==> config.mk <==
export PLATFORM = sky130hd
export DESIGN_NAME = id_ex_stage
export DESIGN_NICKNAME = d
export VERILOG_FILES = /design/src/rtl/id_ex_stage_pkg.sv /design/src/rtl/id_ex_stage_fwd_select.sv /design/src/rtl/id_ex_stage.sv
export SDC_FILE = /design/constraint.sdc
export NUM_CORES = 1
export LEC_CHECK = 0
export ABC_AREA = 1
export BUFFER_PORTS_ARGS = -buffer_cell sky130_fd_sc_hd__buf_2
export CORE_ASPECT_RATIO = 0.6
export CORE_MARGIN = 1.5
export CORE_UTILIZATION = 50
export CTS_BUF_LIST = sky130_fd_sc_hd__clkbuf_16
export DETAILED_ROUTE_END_ITERATION = 10
export MAX_ROUTING_LAYER = met4
export PLACE_DENSITY = 0.89
export SYNTH_ARGS = -nofsm -noshare
export SYNTH_HDL_FRONTEND = slang
export SYNTH_SLANG_ARGS = --single-unit
==> constraint.sdc <==
create_clock -name clk -period 4 [get_ports clk]
set_input_delay 0 -clock clk [delete_from_list [all_inputs] [get_ports clk]]
set_output_delay 0 -clock clk [all_outputs]
set_load 0.01 [all_outputs]
==> src/rtl/id_ex_stage_pkg.sv <==
// Shared constants for the ID/EX pipeline register: ALU command encodings
// and operand forwarding-source selects.
package id_ex_stage_pkg;

  typedef enum logic [2:0] {
    ALU_ADD  = 3'd0,
    ALU_SUB  = 3'd1,
    ALU_XOR  = 3'd2,
    ALU_SLT  = 3'd3,
    ALU_AND  = 3'd4,
    ALU_NAND = 3'd5,
    ALU_NOR  = 3'd6,
    ALU_OR   = 3'd7
  } alu_cmd_e;

  typedef enum logic [1:0] {
    FWD_REG   = 2'd0,
    FWD_EXMEM = 2'd1,
    FWD_MEMWB = 2'd2
  } fwd_sel_e;

  localparam int unsigned REG_ADDR_W = 5;
  localparam int unsigned DATA_W     = 32;

endpackage

==> src/rtl/id_ex_stage_fwd_select.sv <==
// Operand bypass mux: picks the youngest in-flight writer of a source register,
// falling back to register-file data. Register 0 is never bypassed.
module fwd_select
  import id_ex_stage_pkg::*;
(
  input  logic [REG_ADDR_W-1:0] addr,
  input  logic [DATA_W-1:0]     reg_data,
  input  logic                  exmem_we,
  input  logic [REG_ADDR_W-1:0] exmem_rd,
  input  logic [DATA_W-1:0]     exmem_data,
  input  logic                  memwb_we,
  input  logic [REG_ADDR_W-1:0] memwb_rd,
  input  logic [DATA_W-1:0]     memwb_data,
  output logic [DATA_W-1:0]     data,
  output logic [1:0]            sel
);

  logic addr_nonzero;

  assign addr_nonzero = (addr != '0);

  always_comb begin
    data = reg_data;
    sel  = FWD_REG;
    // EX/MEM holds the newer result, so it outranks MEM/WB
    if (exmem_we && (exmem_rd == addr) && addr_nonzero) begin
      data = exmem_data;
      sel  = FWD_EXMEM;
    end else if (memwb_we && (memwb_rd == addr) && addr_nonzero) begin
      data = memwb_data;
      sel  = FWD_MEMWB;
    end
  end

endmodule

==> src/rtl/id_ex_stage.sv <==
// ID/EX pipeline register with operand forwarding, flush/stall control and a
// saturating stall-cycle counter. All outputs come straight from flops.
module id_ex_stage
  import id_ex_stage_pkg::*;
#(
  parameter int unsigned STALL_CNT_W = 16
) (
  input  logic                   clk,
  input  logic                   rst_n,
  input  logic                   in_valid,
  input  logic                   stall,
  input  logic                   flush,
  input  logic [4:0]             rs_addr,
  input  logic [4:0]             rt_addr,
  input  logic [4:0]             rd_addr,
  input  logic [31:0]            rs_data,
  input  logic [31:0]            rt_data,
  input  logic [15:0]            imm,
  input  logic                   imm_sext,
  input  logic                   alu_src,
  input  logic [2:0]             alu_cmd,
  input  logic                   reg_we,
  input  logic                   exmem_we,
  input  logic [4:0]             exmem_rd,
  input  logic [31:0]            exmem_data,
  input  logic                   memwb_we,
  input  logic [4:0]             memwb_rd,
  input  logic [31:0]            memwb_data,
  output logic                   ex_valid,
  output logic [31:0]            operandA,
  output logic [31:0]            operandB,
  output logic [2:0]             command,
  output logic [4:0]             ex_rd,
  output logic                   ex_reg_we,
  output logic [1:0]             fwd_a,
  output logic [1:0]             fwd_b,
  output logic [STALL_CNT_W-1:0] stall_cycles
);

  logic                   ex_valid_q,  ex_valid_d;
  logic [31:0]            operand_a_q, operand_a_d;
  logic [31:0]            operand_b_q, operand_b_d;
  logic [2:0]             command_q,   command_d;
  logic [4:0]             ex_rd_q,     ex_rd_d;
  logic                   ex_reg_we_q, ex_reg_we_d;
  logic [1:0]             fwd_a_q,     fwd_a_d;
  logic [1:0]             fwd_b_q,     fwd_b_d;
  logic [STALL_CNT_W-1:0] stall_cnt_q, stall_cnt_d;

  logic [31:0] rs_fwd_data, rt_fwd_data;
  logic [1:0]  rs_fwd_sel,  rt_fwd_sel;
  logic [31:0] imm_ext;

  fwd_select u_fwd_a (
    .addr       (rs_addr),
    .reg_data   (rs_data),
    .exmem_we   (exmem_we),
    .exmem_rd   (exmem_rd),
    .exmem_data (exmem_data),
    .memwb_we   (memwb_we),
    .memwb_rd   (memwb_rd),
    .memwb_data (memwb_data),
    .data       (rs_fwd_data),
    .sel        (rs_fwd_sel)
  );

  fwd_select u_fwd_b (
    .addr       (rt_addr),
    .reg_data   (rt_data),
    .exmem_we   (exmem_we),
    .exmem_rd   (exmem_rd),
    .exmem_data (exmem_data),
    .memwb_we   (memwb_we),
    .memwb_rd   (memwb_rd),
    .memwb_data (memwb_data),
    .data       (rt_fwd_data),
    .sel        (rt_fwd_sel)
  );

  assign imm_ext = {{16{imm[15] & imm_sext}}, imm};

  always_comb begin
    ex_valid_d  = ex_valid_q;
    operand_a_d = operand_a_q;
    operand_b_d = operand_b_q;
    command_d   = command_q;
    ex_rd_d     = ex_rd_q;
    ex_reg_we_d = ex_reg_we_q;
    fwd_a_d     = fwd_a_q;
    fwd_b_d     = fwd_b_q;
    stall_cnt_d = stall_cnt_q;

    if (flush) begin
      // Squash turns the slot into a bubble; operand registers keep their value
      ex_valid_d  = 1'b0;
      ex_reg_we_d = 1'b0;
      command_d   = ALU_ADD;
    end else if (stall) begin
      if (stall_cnt_q != '1) begin
        stall_cnt_d = stall_cnt_q + STALL_CNT_W'(1);
      end
    end else begin
      ex_valid_d  = in_valid;
      ex_reg_we_d = reg_we & in_valid;
      ex_rd_d     = rd_addr;
      command_d   = alu_cmd;
      operand_a_d = rs_fwd_data;
      fwd_a_d     = rs_fwd_sel;
      if (alu_src) begin
        operand_b_d = imm_ext;
        fwd_b_d     = FWD_REG;
      end else begin
        operand_b_d = rt_fwd_data;
        fwd_b_d     = rt_fwd_sel;
      end
    end
  end

  always_ff @(posedge clk or negedge rst_n) begin
    if (!rst_n) begin
      ex_valid_q  <= 1'b0;
      operand_a_q <= '0;
      operand_b_q <= '0;
      command_q   <= ALU_ADD;
      ex_rd_q     <= '0;
      ex_reg_we_q <= 1'b0;
      fwd_a_q     <= FWD_REG;
      fwd_b_q     <= FWD_REG;
      stall_cnt_q <= '0;
    end else begin
      ex_valid_q  <= ex_valid_d;
      operand_a_q <= operand_a_d;
      operand_b_q <= operand_b_d;
      command_q   <= command_d;
      ex_rd_q     <= ex_rd_d;
      ex_reg_we_q <= ex_reg_we_d;
      fwd_a_q     <= fwd_a_d;
      fwd_b_q     <= fwd_b_d;
      stall_cnt_q <= stall_cnt_d;
    end
  end

  assign ex_valid     = ex_valid_q;
  assign operandA     = operand_a_q;
  assign operandB     = operand_b_q;
  assign command      = command_q;
  assign ex_rd        = ex_rd_q;
  assign ex_reg_we    = ex_reg_we_q;
  assign fwd_a        = fwd_a_q;
  assign fwd_b        = fwd_b_q;
  assign stall_cycles = stall_cnt_q;

endmodule

==> out/qor.yml, run 1 <==
worst_setup_path:
  crit_chain: "buf_2 -> inv_1 -> nand2_1 -> nand2_1 -> nand2_1 -> nor2_4 -> nand2_2 -> o211ai_2 -> nand3_1 -> dlygate4sd3_1"
  cp-start-kind: "primary input"
  endpoint_kind: "flop"
  required_ns: 4.21
  critPathKind: "in2reg"
  timing.critical_path.buf_inv: 3
  arrival_ns: 2.69
  crit_top_cell: "nand2_1"
  crit_family: "simple AND/OR/NAND/NOR gates"
  cp_slowest_cell: "nand2_2"
  cpPeakStageDelay_ns: 0.73
  cp_max_fo: 47
final_layout:
  ff_latch_area_mm2: 0.002352
  fin_nets: 1360
  nFillCells: 949
  mostFrequentLayoutCells: "274 x buf_2, 245 x nand2_1, 117 x nand3_1"
  fin_cells: 1348
  mostFrequentLayoutCell: "buf_2"
  area_growth_pct: 39.10
  multi_input_area_mm2: 0.003277
  drive_gt1_share_pct: 30.29
timing:
  grt_setup_unrepaired: "false"
  drv_slew: 0
  finalHoldViolCount: 0
  period_needed_ns: 2.481
  worst_pin_slew_ns: 1.127
  final.setup_skew_ns: 0.003586
  worst_slack_ns: 1.519
  whs_ns: 0.007608
  period_share_pct: 62.03
  setup_viol: 0
  max_freq_mhz: 403.1
  tns_ns: 0
  max_slew_margin_pct: 24.63
cts:
  cts.sinks: 94
  insertion_delay_ns: 0.34
  cts_htree_levels: 3
  clockRootBuffer: "clkbuf_16"
  clk_path_buf_depth: 2
  cts_tree: "done"
  numCtsBuffers: 9
  cts_setup_buffers: 0
  cts_hold_buf: 84
  cts_resized: 0
  path_clk_slew_ns: 0.07
global_routing:
  overflow: 0
  grt_max_degree: 56
  antenna_found_initial: 1
  grt_pass1_vias: 7018
  grt_pass1_wl_mm: 35.69
  track_usage_pct: 35.08
logic_synthesis:
  yosys.cell_types.count: 39
  yosysWarnings: 0
  ys_seq_area_share_pct: 37.18
  yosysTopAreaCellShare_pct: 37.18
  postSynthAreaPerCell_um2: 7.478
  syn-num-nets: 1029
  yosys-top-cells-area: "dfrtp_1 37%, nand2_1 15%, nand3_1 9.3%, inv_1 5.6%, o21bai_1 3.9%"
  yosys.area.top_type: "dfrtp_1"
  netlist_instances: 846
  synth_seq_cells: 94
  syn_area_mm2: 0.006326
floorplanning:
  core_mm2: 0.01218
  die_w_um: 148.2
  start_util_pct: 51.94
  die_h_um: 90.13
  ioPinCount: 276
  die-area_mm2: 0.01336
  core.rowCount: 31
detailed_routing:
  drt_wl_total_mm: 22.93
  remaining_drc_errors: 0
  vias: 7285
  antenna_left: 0
  routed_via_density: 5.404
  initialDrtViolationCount: 476
  first_pass_iters: 5
  wl_per_cell_um: 17.01
power_and_ir_drop:
  switching_share_pct: 33.77
  power.leakage_nw: 4.671
  p_comb_share_pct: 29.6
  pwr-share-clk_pct: 29.4
  p_per_area_mw_per_mm2: 326.3
  power.switching_w: 0.0009699
  p_int_w: 0.001902
  pwr-share-seq_pct: 41.0
  irDropWorstVdd_mv: 0.2483
placement:
  dp_cells: 1247
  dpl_worst_slack_ns: 1.778
  hpwl_mm: 15.73
  gp_congestion: 0.9749
  port_buffers: 275
job:
  maxCapViolCount: 0
status:
  status: "complete, no violations"
min_path:
  hp-class: "in2reg"
## power by group through the flow
stage | Sequential [W] | Clock [W] | Combinational (W)
2_1_floorplan | 0.00124 | 0 | 0.000339
3_3_place_gp | 0.00118 | 0 | 0.000734
3_5_place_dp | 0.00119 | 0 | 0.000746
4_1_cts | 0.00117 | 0.000858 | 0.000835
5_1_grt | 0.00119 | 0.000892 | 0.000926
6_report | 0.00118 | 0.000845 | 0.000850
## worst min-delay path, stage by stage
cell and delay (ns):
buf_2 0.07, o21bai_1 0.11, nand3_2 0.06, nand2_1 0.07
## per-layer routing
| layer | track usage (%) | share of wire [%] | vias to the layer above |
|---|---|---|---|
| met5 | - | 0 | - |
| met4 | 15.02 | 4.1 | 0 |
| met3 | 6.701 | 11 | 95 |
| met2 | 54.91 | 46 | 510 |
| met1 | 44.58 | 40 | 3280 |
| li1 | - | - | 3400 |
## final timing paths
check / from / slack [ns] / to / depth (start not counted)
setup / recovery: rt_addr[2] / 1.52 / operandB[13]$_DFFE_PN0P_ / 10
hold / removal: rs_data[9] / 0.008 / operandA[9]$_DFFE_PN0P_ / 4
setup reg to reg: stall_cycles[0]$_DFFE_PN0P_ / 2.12 / stall_cycles[15]$_DFFE_PN0P_ / 9
hold reg to reg: ex_rd[1]$_DFFE_PN0P_ / 0.48 / ex_rd[1]$_DFFE_PN0P_ / 2
max in group asynchronous: rst_n / 2.69 / operandB[0]$_DFFE_PN0P_ / 3
min in group asynchronous: rst_n / 0.25 / operandA[4]$_DFFE_PN0P_ / 2
## synth_stat cells (all sizes together)
library cell,n
ha,1
nor4,1
nand3b,1
o22ai,1
a32o,1
a22o,4
xnor2,8
nand4,4
inv,104
nor3,7
a21boi,1
o211ai,16
xor2,11
nand3,136
buf,31
o21bai,33
o21ai,12
nor2,42
clkinv,1
o21a,32
clkbuf,14
a21oi,32
a22oi,9
nand2,248
dfrtp,94
dlymetal6s2s,2
## area by class of cell
type	count	area share (%)
Multi-Input combinational cell	600	37.24
Tap cell	165	2.346
Clock buffer	9	2.559
Antenna cell	1	0.02844
Sequential cell	94	26.73
Inverter	105	4.479
Timing Repair Buffer	367	25.91
Clock inverter	7	0.7109
## sequential cells by signal (all words and copies together), names as in the netlist
register      cells
command           3
ex_rd             5
ex_reg_we         1
ex_valid          1
fwd_a             2
fwd_b             2
operandA         32
operandB         32
stall_cycles     16
## per-stage QoR
step | power (W) | cell area [µm²] | utilization [%]
5_1_grt | 0.003009 | 8800 | 72.25
3_3_place_gp | 0.001918 | 7669 | 62.96
6_report | 0.002872 | 8800 | 72.25
2_1_floorplan | 0.001584 | 6326 | -
3_5_place_dp | 0.001933 | 7669 | 62.96
4_1_cts | 0.002865 | 8797 | 72.23
## logic make-up (layout without fill, tap and decap cells)
group	Yosys count	in the layout	synth area share, %
xor+xnor	19	19	2.631
compound gates	141	141	16.63
simple gates	439	439	32.08
other cells	0	1	0
buf+inv	152	488	11.27
flops	94	94	37.18
fa+ha+maj	1	1	0.1978
Note: power is estimated with default switching activity, not from simulation.
==> run 2: changes to the inputs <==
ABC_AREA = 0   (was 1)
CORE_UTILIZATION = 47   (was 50)
PLACE_DENSITY = 0.87   (was 0.89)
clock period = 2.4 ns   (was 4 ns; I/O delays follow)
==> run 2 against run 1 <==
Compared with the run above:
- core utilization up 4.8 points
- combinational power up 72%
- routed wire length down 0.31%
- power up 69%
- worst setup slack worse by 1.3 ns
- sequential cell count unchanged
- sequential power up 68%
- die area down 7.3%
- non-clock buffer count up 61
- clock skew up 0.00081 ns
- critical path type unchanged
- largest cell class is now buffers
==> out/qor.yml, run 2 <==
placement:
  gp_congestion: 0.9125  # was 0.9749
  port_buffers: 275  # unchanged
  hpwl_mm: 13.25  # was 15.73 mm
power_and_ir_drop:
  p_per_area_mw_per_mm2: 555.2  # was 326.3 mW/mm²
  total_power_w: 0.004851  # was 0.002872 W
  irDropWorstVdd_mv: 0.3126  # was 0.2483 mV
  power.leakage_nw: 4.456  # was 4.671 nW
logic_synthesis:
  syn-num-nets: 753  # was 1029
  yosys-top-cells-area: "dfrtp_1 43%, mux2i_1 12%, nand2_1 6.3%, and3_1 5.9%, o221ai_2 5.2%"  # was dfrtp_1 37%, nand2_1 15%, nand3_1 9.3%, inv_1 5.6%, o21bai_1 3.9%
  synth_edf_count: 0  # unchanged
  yosys.area.top_type: "dfrtp_1"  # unchanged
  syn_area_mm2: 0.005499  # was 0.006326 mm²
  postSynthAreaPerCell_um2: 9.647  # was 7.478 µm²
  ys_seq_area_share_pct: 42.78  # was 37.18%
  yosysTopAreaCellShare_pct: 42.78  # was 37.18%
  synth-main-ff-cell: "dfrtp_1"  # unchanged
  synthArstFlopShare_pct: 100.0  # unchanged
  netlist_instances: 570  # was 846
  post-synth-top-count-cell: "dfrtp_1"  # was nand2_1
  synth_top_cells_by_count: "94 x dfrtp_1, 92 x nand2_1, 65 x mux2i_1, 54 x a21oi_1, 52 x and3_1"  # was 246 x nand2_1, 118 x nand3_1, 94 x dfrtp_1, 94 x inv_1, 35 x nor2_1
  synth_seq_cells: 94  # unchanged
  yosys.cell_types.count: 46  # was 39
  yosysWarnings: 0  # unchanged
detailed_routing:
  vias: 6525  # was 7285
  routed_via_density: 5.719  # was 5.404
  remaining_drc_errors: 0  # unchanged
  antenna_left: 0  # unchanged
  first_pass_iters: 7  # was 5
  initialDrtViolationCount: 493  # was 476
  drt_wl_total_mm: 22.86  # was 22.93 mm
  wl_per_cell_um: 20.04  # was 17.01 µm
cts:
  insertion_delay_ns: 0.34  # about the same
  clk_path_buf_depth: 2  # unchanged
  cts_setup_buffers: 0  # unchanged
  cts_tree: "done"  # unchanged
  numCtsBuffers: 9  # unchanged
  cts_htree_levels: 3  # unchanged
  cts_hold_buf: 142  # was 84
  clockRootBuffer: "clkbuf_16"  # unchanged
  cts.sinks: 94  # unchanged
  path_clk_slew_ns: 0.07  # about the same
  cts_resized: 0  # unchanged
worst_setup_path:
  crit_start: "rt_addr[0]"  # was rt_addr[2]
  r2r_setup_slack_ns: 0.45  # was 2.12 ns
  arrival_ns: 2.44  # was 2.69 ns
  required_ns: 2.62  # was 4.21 ns
  cp_max_fo: 26  # was 47
  cp-endpoint: "operandB[29]$_DFFE_PN0P_"  # was operandB[13]$_DFFE_PN0P_
  worstReg2RegEnd: "stall_cycles[1]$_DFFE_PN0P_"  # was stall_cycles[15]$_DFFE_PN0P_
  critPathKind: "in2reg"  # unchanged
  worstReg2RegStart: "stall_cycles[0]$_DFFE_PN0P_"  # unchanged
  cp-start-kind: "primary input"  # unchanged
  endpoint_kind: "flop"  # unchanged
  r2r.worst_path.cells: 4  # was 9
global_routing:
  track_usage_pct: 38.61  # was 35.08%
  grt_pass1_wl_mm: 34.96  # was 35.69 mm
  overflow: 0  # unchanged
  grt_pass1_vias: 6827  # was 7018
  grt_max_degree: 57  # was 56
  antenna_found_initial: 1  # unchanged
final_layout:
  drive_gt1_share_pct: 34.22  # was 30.29%
  mostFrequentLayoutCells: "274 x buf_2, 142 x dlygate4sd3_1, 94 x dfrtp_1"  # was 274 x buf_2, 245 x nand2_1, 117 x nand3_1
  area_growth_pct: 58.89  # was 39.10%
  mostFrequentLayoutCell: "buf_2"  # unchanged
  fin_nets: 1157  # was 1360
timing:
  max_freq_mhz: 451.3
  finalHoldViolCount: 0  # unchanged
  final.setup_skew_ns: 0.004394  # was 0.003586 ns
  period_share_pct: 92.32
  whs_ns: 0.007445  # was 0.007608 ns
  max_slew_margin_pct: 22.69  # was 24.63%
  grt_setup_unrepaired: "false"  # unchanged
  period_needed_ns: 2.216
  worst_pin_slew_ns: 1.154  # was 1.127 ns
  drv_slew: 0  # unchanged
  tns_ns: 0  # unchanged
  setup_viol: 0  # unchanged
min_path:
  hp-class: "in2reg"  # unchanged
floorplanning:
  start_util_pct: 48.51  # was 51.94%
  core.rowCount: 30  # was 31
  die_w_um: 142.6  # was 148.2 µm
  die-area_mm2: 0.01238  # was 0.01336 mm²
  core_mm2: 0.01134  # was 0.01218 mm²
  ioPinCount: 276  # unchanged
  die_h_um: 86.79  # was 90.13 µm
status:
  status: "complete, no violations"  # unchanged
job:
  maxCapViolCount: 0  # unchanged
==> run 2: changes by cell type after synthesis, sizes merged, moves of 18 or more <==
cell	before	now
nor2	42	21
and3	0	52
nand2	248	92
o21a	32	0
mux2i	0	65
a21oi	32	54
o221ai	0	26
o21bai	33	0
nand3	136	10
inv	104	29
xnor2	8	26
==> run 2: how the worst min path moves through the flow <==
| stage | to | depth (start not counted) | slack, ns | startpoint |
|---|---|---|---|---|
| after floorplan | command[0]$_DFFE_PN0N_ | 0 | -0.30 | rst_n |
| after global routing | operandB[8]$_DFFE_PN0P_ | 4 | 0.01 | imm[8] |
| final | operandA[11]$_DFFE_PN0P_ | 3 | 0.007 | rs_data[11] |
| after global placement | operandA[30]$_DFFE_PN0P_ | 1 | 0.05 | rst_n |
| after detailed placement | operandA[30]$_DFFE_PN0P_ | 1 | 0.05 | rst_n |
| after CTS | operandB[1]$_DFFE_PN0P_ | 4 | 0.0002 | imm[1] |
==> run 2: critical path, stage by stage <==
cell	delay, ns
buf_2	0.13
or4_4	0.58
o211ai_4	0.91
o221ai_1	0.20
dlygate4sd3_1	0.60
==> run 2: per-stage QoR <==
stage               instance area [µm²]  setup slack (ns)  utilization, %  cells
floorplan                          5499            0.5973               -    570
global placement                   7020            0.4390           61.93    981
detailed placement                 7020            0.3741           61.93    981
CTS                                8732            0.2252           77.03   1139
global route                       8735            0.1004           77.05   1140
finish                             8737            0.1843           77.08   1141
==> run 2: power breakdown <==
part | leakage [nW] | switching, W | internal [W]
registers | 1.14 | 0.000171 | 0.00181
clock network | 0.140 | 0.000681 | 0.000730
logic | 3.17 | 0.000746 | 0.000718
==> run 2: cell type report <==
class,instances,area [µm²]
tap,160,200.2
clock buffer,9,225.2
fill,718,2599
multi-input combinational,411,2869
clock inverter,7,65.06
sequential,94,2352
inverter,30,112.6
timing repair buffer,428,2908
antenna,2,5.005
==> run 2: cell families after synthesis <==
| logic type | after synthesis | share of synthesized area, % |
|---|---|---|
| muxes | 67 | 12.24 |
| AOI/OAI and AO/OA | 110 | 15.52 |
| buffers and inverters | 65 | 5.506 |
| adders and majority gates | 1 | 0.2275 |
| and+or+nand+nor | 200 | 18.48 |
| xor gates and xnor gates | 33 | 5.256 |
| DFF | 94 | 42.78 |
==> run 2: routing by layer <==
layer / wire length (µm) / part of all wire, % / up-vias / track usage [%]
li1: - / - / 2848 / -
met1: 8564 / 37 / 3073 / 44.45
met2: 10900 / 48 / 492 / 61.21
met3: 2409 / 11 / 112 / 10.83
met4: 984 / 4.3 / 0 / 22.31
met5: 0 / 0 / - / -
==> run 3: changes to the inputs <==
PLACE_DENSITY = 0.82   (was 0.87)
==> run 3 against run 2 <==
Compared with the run above:
- clock skew grew 0.0021 ns
- power decreased by 0.12%
- critical path depth increased by 3
- register-to-register slack about the same
- routed wire length fell by 3.3%
- first-iteration DRC count fell by 17%
- via count shrank 2.6%
- worst setup slack got worse by 0.060 ns
- count of clock-buffer cells in the layout did not move
- sequential share of layout area increased by 0.26 points
- core utilization shrank 0.73 points
- global-route usage shrank 2.0 points
- largest power group unchanged
==> out/qor.yml, run 3 (synthesis gave the netlist of run 2 again) <==
cts:
  cts_htree_levels: 3  # unchanged
  insertion_delay_ns: 0.34  # about the same
  cts_resized: 0  # unchanged
  clockRootBuffer: "clkbuf_16"  # unchanged
  cts_tree: "done"  # unchanged
  clk_path_buf_depth: 2  # unchanged
  path_clk_slew_ns: 0.07  # about the same
  numCtsBuffers: 9  # unchanged
  cts.sinks: 94  # unchanged
worst_setup_path:
  cp_slowest_cell: "dlygate4sd3_1"  # was o211ai_4
  endpoint_kind: "flop"  # unchanged
  required_ns: 2.59  # was 2.62 ns
  crit_family: "buffers and inverters"  # was compound AO/OA/AOI/OAI gates
  cpPeakStageDelay_ns: 0.62  # was 0.91 ns
  timing.critical_path.buf_inv: 3  # was 2
  critPathKind: "in2reg"  # unchanged
  cp-start-kind: "primary input"  # unchanged
  arrival_ns: 2.47  # was 2.44 ns
  crit_chain: "buf_2 -> or4_4 -> a21bo_2 -> nand3_4 -> buf_4 -> mux2i_1 -> dlygate4sd3_1 -> o221ai_2"  # was buf_2 -> or4_4 -> o211ai_4 -> o221ai_1 -> dlygate4sd3_1
  cp_max_fo: 18  # was 26
final_layout:
  area_growth_pct: 57.38  # was 58.89%
  drive_gt1_share_pct: 34.64  # was 34.22%
  mostFrequentLayoutCells: "274 x buf_2, 132 x dlygate4sd3_1, 94 x dfrtp_1"  # was 274 x buf_2, 142 x dlygate4sd3_1, 94 x dfrtp_1
  fin_nets: 1148  # was 1157
  nFillCells: 772  # was 718
  fin_cells: 1132  # was 1141
  mostFrequentLayoutCell: "buf_2"  # unchanged
floorplanning:
  die_w_um: 142.6  # unchanged
  core.rowCount: 30  # unchanged
  start_util_pct: 48.51  # unchanged
  core_mm2: 0.01134  # unchanged
  ioPinCount: 276  # unchanged
  die-area_mm2: 0.01238  # unchanged
  die_h_um: 86.79  # unchanged
global_routing:
  grt_pass1_wl_mm: 33.43  # was 34.96 mm
  track_usage_pct: 36.58  # was 38.61%
  overflow: 0  # unchanged
  grt_pass1_vias: 6610  # was 6827
  antenna_found_initial: 1  # unchanged
  grt_max_degree: 57  # unchanged
detailed_routing:
  vias: 6355  # was 6525
  drt_wl_total_mm: 22.10  # was 22.86 mm
  remaining_drc_errors: 0  # unchanged
  first_pass_iters: 5  # was 7
  routed_via_density: 5.614  # was 5.719
  initialDrtViolationCount: 410  # was 493
  antenna_left: 0  # unchanged
  wl_per_cell_um: 19.53  # was 20.04 µm
min_path:
  hp-class: "in2reg"  # unchanged
power_and_ir_drop:
  irDropWorstVdd_mv: 0.3630  # was 0.3126 mV
  p_per_area_mw_per_mm2: 559.8  # was 555.2 mW/mm²
  power.leakage_nw: 4.407  # was 4.456 nW
timing:
  max_slew_margin_pct: 25.71  # was 22.69%
  final.setup_skew_ns: 0.006460  # was 0.004394 ns
  period_share_pct: 94.83  # was 92.32%
  max_freq_mhz: 439.4  # was 451.3 MHz
  setup_viol: 0  # unchanged
  period_needed_ns: 2.276  # was 2.216 ns
  finalHoldViolCount: 0  # unchanged
  grt_setup_unrepaired: "false"  # unchanged
  tns_ns: 0  # unchanged
  worst_pin_slew_ns: 1.109  # was 1.154 ns
  drv_slew: 0  # unchanged
  worst_slack_ns: 0.1242  # was 0.1843 ns
placement:
  dpl_worst_slack_ns: 0.3765  # was 0.3741 ns
  hpwl_mm: 13.34  # was 13.25 mm
  dp_cells: 982  # was 981
  gp_congestion: 0.8467  # was 0.9125
  port_buffers: 275  # unchanged
status:
  status: "complete, no violations"  # unchanged
job:
  maxCapViolCount: 0  # unchanged
run 3: where the power goes:
group          switching (W)  leakage (nW)  internal, W
clock network       0.000694         0.138     0.000728
registers           0.000168          1.14      0.00181
logic               0.000739          3.12     0.000710
total                0.00160          4.41      0.00324
run 3: routing by layer:
metal	vias to the layer above	GRT usage, %	part of all wire, %
met5	-	-	0
met4	0	16.59	3.0
met3	77	9.392	9.0
met2	426	60.64	49
met1	3030	42.24	39
li1	2822	-	-
run 3: through the flow:
stage / power, W / area [µm²] / utilization [%] / hold WS (ns)
after global placement: 0.003147 / 7041 / 62.11 / 0.02973
after global routing: 0.005047 / 8652 / 76.32 / 0.004052
after CTS: 0.004785 / 8650 / 76.30 / 0.001208
final: 0.004845 / 8655 / 76.35 / 0.01121
after floorplan: 0.002575 / 5499 / - / -0.2956
after detailed placement: 0.003175 / 7041 / 62.11 / 0.02792
run 3: path summary, 6_finish.rpt:
path	startpoint	endpoint	slack, ns	cells past startpoint
setup / recovery	rt_addr[0]	operandB[6]$_DFFE_PN0P_	0.12	8
hold / removal	memwb_data[23]	operandB[23]$_DFFE_PN0P_	0.01	3
setup reg to reg	stall_cycles[0]$_DFFE_PN0P_	stall_cycles[1]$_DFFE_PN0P_	0.46	4
hold reg to reg	ex_rd[1]$_DFFE_PN0P_	ex_rd[1]$_DFFE_PN0P_	0.47	2
max in group asynchronous	rst_n	operandB[7]$_DFFE_PN0P_	1.49	3
min in group asynchronous	rst_n	operandA[29]$_DFFE_PN0P_	0.17	2
run 3: area by class of cell:
type	count	area, µm²	share of cell area [%]
antenna	2	5.005	0.05783
clock buffer	9	225.2	2.602
inverter	30	112.6	1.301
timing repair buffer	419	2828	32.67
clock inverter	7	62.56	0.7229
tap	160	200.2	2.313
multi-input combinational	411	2869	33.15
sequential	94	2352	27.18
run 3: worst min-delay path, delay by kind of cell:
family	cells	cell delay [ns]
AO/OA/AOI/OAI	1	0.08
buffers and inverters	1	0.11
multiplexers	1	0.12
run 3: timing repair:
item | 4_1_cts | 5_1_grt
buffers inserted | 0 | 0
hold endpoints to repair | 108 | 0
hold buffers | 132 | 0
